--- config.mk ---
export PLATFORM = sky130hd
export DESIGN_NAME = fract_interpolator
export DESIGN_NICKNAME = d
export VERILOG_FILES = /design/src/rtl/fract_interpolator.sv
export SDC_FILE = /design/constraint.sdc
export NUM_CORES = 1
export LEC_CHECK = 0
export ABC_CLOCK_PERIOD_IN_PS = 10700
export CAP_MARGIN = 15
export CORE_ASPECT_RATIO = 0.5
export CORE_MARGIN = 2
export CORE_UTILIZATION = 30
export CTS_BUF_LIST = sky130_fd_sc_hd__clkbuf_8
export DETAILED_ROUTE_END_ITERATION = 8
export HOLD_SLACK_MARGIN = 0.03
export SLEW_MARGIN = 0
export SYNTH_ARGS = -nofsm -noshare
export SYNTH_HDL_FRONTEND = slang
export SYNTH_SLANG_ARGS = --single-unit
--- constraint.sdc ---
create_clock -name i_clk -period 10.7 [get_ports i_clk]
set_input_delay 3.21 -clock i_clk [delete_from_list [all_inputs] [get_ports i_clk]]
set_output_delay 3.21 -clock i_clk [all_outputs]
set_load 0.01 [all_outputs]
--- src/rtl/fract_interpolator.sv ---
// fract_interpolator: fractional-rate I/Q upsampler core.
// Produces outputs at fs*4096/step by linearly interpolating between the two
// most recent input samples, weighted by a 12-bit phase accumulator.
// Optional build macro: FRACT_INTERP_ROUND_EN selects round-half-up for the
// interpolation result instead of floor truncation.
module fract_interpolator #(
  parameter logic [7:0] SR_STEP = 8'd129
) (
  input  logic        i_clk,
  input  logic        i_rst,
  input  logic [15:0] i_din_i,
  input  logic [15:0] i_din_q,
  input  logic        i_din_vld,
  output logic        o_rdy,
  input  logic        i_rdy,
  output logic [31:0] o_tdata,
  output logic        o_tvalid,
  input  logic        i_set_stb,
  input  logic [7:0]  i_set_addr,
  input  logic [31:0] i_set_data
);

  typedef enum logic [1:0] {
    FILL0,
    FILL1,
    RUN,
    ADV
  } state_t;

  localparam logic [12:0] STEP_MAX = 13'h1000;

  state_t      state;
  logic [15:0] x0_i;
  logic [15:0] x0_q;
  logic [15:0] x1_i;
  logic [15:0] x1_q;
  logic [11:0] phase;
  logic [12:0] step;
  logic [12:0] sum;
  logic        slot_free;
  logic [15:0] y_i;
  logic [15:0] y_q;
  logic        unused_set_bits;

  // Only the low 12 bits of the settings word carry the step.
  assign unused_set_bits = ^i_set_data[31:12];

  // y = x0 + (d*mu >>> 12); the result always lies between x0 and x1, so
  // truncating to 16 bits never wraps.
  function automatic logic [15:0] interp(input logic [15:0] a,
                                         input logic [15:0] b,
                                         input logic [11:0] mu);
    logic signed [16:0] d;
    logic signed [29:0] p;
    d = $signed({b[15], b}) - $signed({a[15], a});
    p = $signed({{13{d[16]}}, d}) * $signed({18'd0, mu});
`ifdef FRACT_INTERP_ROUND_EN
    p = p + 30'sd2048;
`endif
    return a + 16'(p >>> 12);
  endfunction

  // Interpolated outputs, phase accumulation and output-slot availability.
  always_comb begin
    y_i       = interp(x0_i, x1_i, phase);
    y_q       = interp(x0_q, x1_q, phase);
    sum       = {1'b0, phase} + step;
    slot_free = !o_tvalid || i_rdy;
  end

  // Upstream ready is a pure decode of the state.
  always_comb begin
    o_rdy = (state != RUN);
  end

  // Control FSM, sample history, phase/step registers and output register.
  always_ff @(posedge i_clk) begin
    if (i_rst) begin
      state    <= FILL0;
      x0_i     <= '0;
      x0_q     <= '0;
      x1_i     <= '0;
      x1_q     <= '0;
      phase    <= '0;
      step     <= STEP_MAX;
      o_tdata  <= '0;
      o_tvalid <= 1'b0;
    end else begin
      if (i_set_stb && (i_set_addr == SR_STEP)) begin
        step <= (i_set_data[11:0] == 12'd0) ? STEP_MAX : {1'b0, i_set_data[11:0]};
      end

      if (o_tvalid && i_rdy) begin
        o_tvalid <= 1'b0;
      end

      case (state)
        FILL0: begin
          if (i_din_vld) begin
            x1_i  <= i_din_i;
            x1_q  <= i_din_q;
            state <= FILL1;
          end
        end
        FILL1: begin
          if (i_din_vld) begin
            x0_i  <= x1_i;
            x0_q  <= x1_q;
            x1_i  <= i_din_i;
            x1_q  <= i_din_q;
            phase <= '0;
            state <= RUN;
          end
        end
        RUN: begin
          if (slot_free) begin
            o_tdata  <= {y_i, y_q};
            o_tvalid <= 1'b1;
            phase    <= sum[11:0];
            if (sum[12]) begin
              state <= ADV;
            end
          end
        end
        ADV: begin
          if (i_din_vld) begin
            x0_i  <= x1_i;
            x0_q  <= x1_q;
            x1_i  <= i_din_i;
            x1_q  <= i_din_q;
            state <= RUN;
          end
        end
        default: state <= FILL0;
      endcase
    end
  end

endmodule
# Yosys cells after proc, flatten, opt, wreduce, memory -nomap -nowiden
# Index checks and enable logic that the tools add are counted.
# word_totals
register_bits	124
latch_bits	0
ramBits	0
mem_bits_ro	0
in_bits	77
output_inout_bits	34
word_cells	52
mem_count	0
# op_classes
add_sub_neg	5
multipliers	2
div	0
order_cmp	0
n_eq_ne	10
shifts	0
mux	12
n_bitwise	0
n_reduce_logical	14
# ops
operator	count
multiplier 17 x 13 -> 28 bit	2
subtractor 16 x 16 -> 17 bit	2
adder 16 bit	2
two-way mux 12 bit	2
case mux 12 bit (2 select lines)	1
adder 12 x 13 -> 13 bit	1
two-way mux 13 bit	1
zero test 12 bit	1
!= test 2 bit (second input constant)	5
equality test 8 bit (second input constant)	1
two-way mux 2 bit	4
case mux 2 bit (3 select lines)	1
AND reduction 2 bit	3
equality test 2 bit (second input constant)	2
AND reduction 4 bit	1
two-way mux 1 bit	3
AND reduction 3 bit	1
OR reduction 3 bit	1
equality test 2 x 1 -> 1 bit (second input constant)	1
logical AND 1 bit	2
zero test 2 bit	1
!= test 2 x 1 -> 1 bit (second input constant)	1
nonzero test 2 bit	1
OR reduction 2 bit	1
2 further kinds	2

# Longest topological paths before layout
# Gate-level depths: netlist (run 1).
# depth
word_depth	4
mapped_depth	42
mapped_depth_nobuf	41

# Worst setup path after synthesis (run 1)
# Ideal clock, no wire load.
# synth_path
path_type	register -> register
from	register x0_q[1]
to	register o_tdata[15]
setup_ns	0.074
arrival_ns	8.402
t_required_ns	10.626
path_slack_ns	2.224
path_stages_with_launch	39
path_buffers	1
period_less_slack_ns	8.476
cell_sequence	dfxtp_1 inv_1 ha_1 nor2b_1 o21ai_1 a21boi_1 o21ai_0 a21boi_1 o2111ai_1 and3_1 nor4_1 buf_2 o31a_1 fa_1 inv_1 fa_1 inv_1 fa_1 [... 3 more ...] inv_1 ha_1 a21oi_1 o21bai_1 a22o_1 a31o_2 a211oi_2 a21oi_1 nor2_1 xnor2_1 ha_1 or2_2 a21o_1 and2_1 o211ai_1 a21oi_1 or3_1 a31oi_1
# synth_between
elab_chain_len	3
# synth_rtl
item	line_no	rtl
start: declaration	34	logic [15:0] x0_q;
start signal: assignment	108	x0_q <= x1_q;
start signal: assignment	128	x0_q <= x1_q;
subtractor 16 x 16 -> 17 bit	55	d = $signed({b[15], b}) - $signed({a[15], a});
multiplier 17 x 13 -> 28 bit	56	p = $signed({{13{d[16]}}, d}) * $signed({18'd0, mu});
adder 16 bit *	60	return a + 16'(p >>> 12);
end signal: assignment	117	o_tdata <= {y_i, y_q};
end: declaration	16	output logic [31:0] o_tdata,
# Every way passes the cells marked *; elsewhere a longest branch is shown, timed or not.
# A chain may end at the register's enable or synchronous reset.

# Worst setup path in the final report (run 1)
# layout_path
from	register x0_i[1]
to	register o_tdata[31]
# layout_between
elab_chain_len	3
# layout_rtl
item	line_no	rtl
start: declaration	33	logic [15:0] x0_i;
start signal: assignment	107	x0_i <= x1_i;
start signal: assignment	127	x0_i <= x1_i;
subtractor 16 x 16 -> 17 bit	55	
multiplier 17 x 13 -> 28 bit	56	
adder 16 bit *	60	
# Marked as above.

==> results.md, run 1 <==
* Run status: finished, final reports clean
* Data required, critical path at approximately 11 ns
* Seq/Total Area, Yosys at about 11%
* Post-Syn Instances at 2608
* Skew final at around 0.034 ns
* CP top delay family: compound AO/OA/AOI/OAI gates
* Int Pwr at 0.000806 W
* Max Cap Viol at 0
* Largest net degree at the start of global routing at 69
* Cell mode on critical path: fa_1
* Syn Area/Cell at around 8.3 um^2
* Root Driver: clkbuf_8
* Uppermost routed layer: met4
* Metal2 WL at 24700 um
* Setup TNS Final at 0 ns
* Gr ovfl total at 0
* Placed Cells incl. Taps at 3583
* Psw at 0.000547 W
* Post-DP HPWL at 45100 um
* Worst setup SP type: flop
* Mapped Area at 0.0217 mm^2
* H-Tree Depth at 4
* Drt wl/cell at 15.6 um
* Tmin final at about 9.8 ns
* Synth Area in Adders at between 40% and 50%
* Power density cells at 56.3 mW/mm^2
* F_max at 102 MHz
* Synth top area cells: fa_1, dfxtp_1, ha_1
* Post-route core utilization at about 34%
* Num ports at 111
* Worst hold slack at 0.455 ns
* Largest family of logic cells by synthesized area: adder cells
* Num rows at between 60 and 70
* Area Overhead vs Synth at 10.9%
* Worst Path Arrival at roughly 10 ns
* Via count of the first global-routing pass at 17300
* Slew HR at 23.3%
* Simple-gate area share of the yosys netlist at 17.5%
* RSZ-0062 raised after global routing: no
* CP Depth at 39
* VDD IR max at 0.0620 mV
* Worst-Margin Slew at around 1.1 ns
* Crit path buffers/inverters at 5
* Dominant cell type by area after synthesis: fa_1
* DRC at 0
* Post-synthesis register bit count at 124
* DRT met1 WL at 27800 um
* Hold wc startpoint: o_tdata[11]
* Synth cell types at 59
* CTS tree: built
* Synth Flop Type: dfxtp_1
* First-pass GRT wire length at 92900 um
* CTS Buf Count at 17
* Routability Congestion at 0.845
* Post-synth ARST share at 0%
* # nets final at between 3000 and 4000
* Critical path class: flop to flop
* Sw frac at between 40 and 50%
* Slowest Stage Delay on Critical Path at 0.53 ns
* Logic pwr share at 33.4%
* Cell area after layout at 0.0240 mm^2
* Clk buf depth at 2
* Post-synth EDFFs at 0
* Fraction of layout cells with a size suffix above 1 at 3.50%
* CTS resizes at 0
* LEAKAGE at 11.9 nW
* IO Port Bufs at 90
* Hold Buf Count CTS at 0
* Wirelength, routed at 56300 um
* R2R depth at 39
* DR vias at 17100
* Worst-skew pair later-pin latency at 0.52 ns
* Hold endpoint: o_tdata[11]
* RR Startpoint: x0_i[1]
* Clock power frac at between 30% and 40%
* DP Area at 0.0237 mm^2
* DR pass1 iterations at 8
* Full die area at between 0.07 and 0.08 mm^2
* Synth Warn # at 0
* Most frequent cells in the layout: inv_1, nand2_1, fa_1, ha_1, a21oi_1
* Post-CTS Setup Inserts at 0
* Commonest non-fill, non-tap cell in the layout: inv_1
* Die Wd at 384 um
* CP max FO at 5
* Starting density of the core at 30.4%
* Critical R2R Capture: o_tdata[31]
* Mux contribution to synthesized area at 0.884%
* Flop pwr share at 36.2%
* CTS clk-pin slew, worst paths at 0.08 ns
* Final period util at 92.0%
* Syn_nets at 3246
* DR WL met3 at 2860 um
* Core area at just over 0.07 mm^2
* Fin. Hold Viols at 0
* Clk sinks at 124
* Routed Antenna Nets at 0
* Initial antenna violation count at 1
* Die Ht at 194 um
* Critical path's slowest cell: xor2_1
* Max Slew Vio Count at 0
* Tot GR Track Use at 15.6%
* Synth Area in Compound Gates at around a tenth
* Synth top area share at 33.5%
* Worst hold stages at 2
* Final setup vio count at 0
* Reg-to-reg setup timing slack at 0.86 ns
* Via density at 4.73
* Drt first-iter violations at 1034
* Kind of end point of the critical path: flop
* Synth Area in XOR/XNOR at 3.85%
* Finished Layout Cells at 3614
* Hold crit path type: flop to flop
## worst min-delay path: stages (launching register included)
cell and delay, ns:
dfxtp_1 0.31, nand2_1 0.05, a21oi_1 0.05
## worst max path at each step
stage	end	slack, ns	start
2_1_floorplan	o_tdata[15]	2.22	x0_q[1]
3_3_place_gp	o_tdata[31]	1.18	x0_i[1]
3_5_place_dp	o_tdata[31]	0.96	x0_i[1]
4_1_cts	o_tdata[31]	0.88	x0_i[1]
5_1_grt	o_tdata[31]	0.01	x0_i[1]
6_report	o_tdata[31]	0.86	x0_i[1]
## logic make-up after synthesis
group,count (synthesis)
mux,19
xor+xnor,92
simple gates,820
flops,124
fa+ha+maj,561
buf+inv,632
compound gates,360
## flip-flops by register name, summed over array words and instances (netlist names)
register,flops
x0_q,16
o_tdata,32
x0_i,16
step,13
x1_i,16
o_tvalid,1
state,2
phase,12
x1_q,16
## area by class of cell
type | count | area (um^2)
well taps | 958 | 1200
fillers | 7380 | 47200
diodes | 1 | 2.50
multi-input cells | 1852 | 16800
clock inverters | 11 | 97.6
clock buffers | 19 | 262
flip-flops and latches | 124 | 2480
inverters | 515 | 1930
repair buffers | 134 | 1230
## cell usage after synthesis, types with 4 or more instances
library cell	n
a211oi_1	10
a21boi_1	4
a21o_1	20
a21oi_1	153
a22oi_1	7
a31o_2	4
a31oi_1	17
and2_1	129
and3_1	27
buf_2	6
clkbuf_1	108
dfxtp_1	124
fa_1	363
ha_1	198
inv_1	515
mux2i_1	18
nand2_1	389
nand2b_1	28
nand3_1	30
nand3b_1	7
nand4_1	5
nor2_1	124
nor2b_1	23
nor3_1	26
nor4_1	10
o211ai_1	13
o21a_1	18
o21ai_0	54
o21bai_1	10
o31a_1	9
o31ai_1	15
or2_2	4
or3_1	6
or4_1	5
xnor2_1	72
xor2_1	18
## power groups by stage
stage	clock, W	sequential (W)	combinational, W
after detailed placement	0	0.000500	0.000445
after CTS	0.000424	0.000489	0.000447
final	0.000412	0.000489	0.000451
after global routing	0.000441	0.000491	0.000486
after floorplan	0	0.000496	0.000251
after global placement	0	0.000500	0.000442
## stage by stage
step	total power (W)	setup slack (ns)
final	0.00135	0.861
after global routing	0.00142	0.0143
after CTS	0.00136	0.876
after detailed placement	0.000945	0.960
after global placement	0.000941	1.18
after floorplan	0.000748	2.22
## metal layers
metal  up-vias  global-route usage (%)
met4         0                    3.92
met2       351                    23.7
met1      8554                    23.4
li1       8145                       -
met5         -                       0
met3        45                    1.90
(Power assumes the default switching activity.)
==> run 2, diff against run 1 <==
- ABC_CLOCK_PERIOD_IN_PS: 10700 -> 11000
- clock period: 10.7 -> 11 ns (I/O delays scaled with it)
==> run 2 against run 1 <==
  * Critical endpoint unchanged
  * Clock power grew 3%
  * Clock-buffer cell count unchanged
  * Non-clock buffer count is the same
  * Final area about the same
  * Hold slack worse by 0.00061 ns
  * Die area unchanged
  * Power shrank 0.74%
  * Register-to-register slack got worse by 0.03 ns
  * Utilization about the same
  * Largest cell class unchanged
  * Sequential power shrank 3%
==> results.md, run 2 (same netlist as run 1, synthesis figures left out) <==
* Hold Buf Count CTS at 0 (unchanged)
* Num rows at 69 (unchanged)
* Worst setup SP type: flop (unchanged)
* VDD IR max at 0.0670 mV (was 0.0620 mV)
* Die Wd at 384 um (unchanged)
* DR pass1 iterations at 5 (was 8)
* Via density at 4.74 (was 4.73)
* Most frequent cells in the layout: inv_1, nand2_1, fa_1, ha_1, a21oi_1 (unchanged)
* CTS Buf Count at 17 (unchanged)
* Setup TNS Final at 0 ns (unchanged)
* Fraction of layout cells with a size suffix above 1 at 3.50% (unchanged)
* DR vias at 17100 (about the same)
* Power density cells at 55.8 mW/mm^2 (was 56.3 mW/mm^2)
* # nets final at 3282 (unchanged)
* Worst Path Arrival at 10.58 ns (was 10.26 ns)
* Kind of end point of the critical path: flop (unchanged)
* CP max FO at 7 (was 5)
* CTS resizes at 0 (unchanged)
* Worst-skew pair later-pin latency at 0.50 ns (was 0.52 ns)
* Worst-Margin Slew at 1.23 ns (was 1.14 ns)
* First-pass GRT wire length at 93000 um (was 92900 um)
* Drt first-iter violations at 1094 (was 1034)
* Root Driver: clkbuf_8 (unchanged)
* ANT cells at 0 (was 1)
* H-Tree Depth at 4 (unchanged)
* Critical path class: flop to flop (unchanged)
* Area Overhead vs Synth at 11.0% (was 10.9%)
* Data required, critical path at 11.41 ns (was 11.13 ns)
* Hold crit path type: flop to flop (unchanged)
* Post-route core utilization at 33.8% (was 33.7%)
* DRC at 0 (unchanged)
* CTS tree: built (unchanged)
* Full die area at 0.0745 mm^2 (unchanged)
* CTS clk-pin slew, worst paths at 0.08 ns (about the same)
* F_max at 98.4 MHz (was 102 MHz)
* Post-DP HPWL at 44800 um (was 45100 um)
* Max Cap Viol at 0 (unchanged)
* Largest net degree at the start of global routing at 69 (unchanged)
* RSZ-0062 raised after global routing: no (unchanged)
* Gr ovfl total at 0 (unchanged)
* Post-CTS Setup Inserts at 0 (unchanged)
* Via count of the first global-routing pass at 17200 (was 17300)
* Max reg flops at 32 (unchanged)
* Fin. Hold Viols at 0 (unchanged)
* Final period util at 92.4% (was 92.0%)
* Routability Congestion at 0.849 (was 0.845)
* Wirelength, routed at 56600 um (was 56300 um)
* Die Ht at 194 um (unchanged)
* Core area at 0.0712 mm^2 (unchanged)
* Clk sinks at 124 (unchanged)
* Tmin final at 10.17 ns (was 9.84 ns)
* Tot GR Track Use at 15.6% (about the same)
* Commonest non-fill, non-tap cell in the layout: inv_1 (unchanged)
* # fillers at 7422 (was 7380)
* Slowest Stage Delay on Critical Path at 0.65 ns (was 0.53 ns)
* LEAKAGE at 11.9 nW (about the same)
* Skew final at 0.0240 ns (was 0.0337 ns)
* Largest register by flop count: o_tdata (unchanged)
* Clk buf depth at 2 (unchanged)
* Starting density of the core at 30.4% (unchanged)
* Drt wl/cell at 15.7 um (was 15.6 um)
* Routed Antenna Nets at 0 (unchanged)
* Run status: finished, final reports clean (unchanged)
* Final setup vio count at 0 (unchanged)
* Initial antenna violation count at 1 (unchanged)
* Critical path's slowest cell: xor2_1 (unchanged)
* Max Slew Vio Count at 0 (unchanged)
* Slew HR at 17.7% (was 23.3%)
* IO Port Bufs at 90 (unchanged)
* Num ports at 111 (unchanged)
## run 2: changes by cell type in the layout (fill, tap and decap cells not counted), sizes merged
cell / before / now
clkinvlp: 2 / 3
clkinv: 5 / 3
bufinv: 1 / 2
diode: 1 / 0
## run 2: per-layer routing
metal | GRT usage, % | vias up | share of wire, %
met4 | 3.85 | 0 | 1.8
met2 | 23.8 | 366 | 44
met5 | 0 | - | 0
li1 | - | 8142 | -
met1 | 22.9 | 8556 | 49
met3 | 2.53 | 45 | 5.7
## run 2: worst paths after layout
path              start          end  slack (ns)  cells past startpoint
max             x0_i[1]  o_tdata[31]        0.83                     39
min          o_tdata[9]   o_tdata[9]        0.45                      2
max reg2reg     x0_i[1]  o_tdata[31]        0.83                     39
min reg2reg  o_tdata[9]   o_tdata[9]        0.45                      2
## run 2: cell type report
class | instances | area, um^2 | share of cell area [%]
Multi-Input combinational cell | 1852 | 16800 | 69.9
Timing Repair Buffer | 134 | 1230 | 5.11
Inverter | 515 | 1930 | 8.04
Sequential cell | 124 | 2480 | 10.3
Clock inverter | 11 | 121 | 0.505
Tap cell | 958 | 1200 | 4.99
Clock buffer | 19 | 262 | 1.09
## run 2: worst max-delay path: cells and delay by family (launching register included)
kind / cells / cell delay (ns)
AOI/OAI and AO/OA: 18 / 4.26
xor gates and xnor gates: 4 / 1.11
adders and majority gates: 8 / 3.06
buffers and inverters: 5 / 0.33
DFF: 1 / 0.49
and+or+nand+nor: 4 / 0.83
## run 2: per-stage QoR
step	instances	total power, W	hold WS (ns)	cell area [um^2]	setup WS, ns
finish	3613	0.00134	0.454	24000	0.834
global route	3613	0.00140	0.474	24000	0.147
CTS	3613	0.00135	0.456	24000	0.892
detailed placement	3583	0.000923	0.444	23700	0.969
global placement	3583	0.000918	0.440	23700	1.25
floorplan	2608	0.000727	0.445	21700	2.52
## run 2: report_power, final
group	switching (W)	leakage, nW	internal [W]
logic	0.000308	10.7	0.000134
clock network	0.000215	0.193	0.000210
registers	0.0000128	1.01	0.000463
==> run 3, diff against run 2 <==
- SLEW_MARGIN: 0 -> unset
==> results of run 3 <==
Final layout, timing and power as in run 2 (identical DEF).
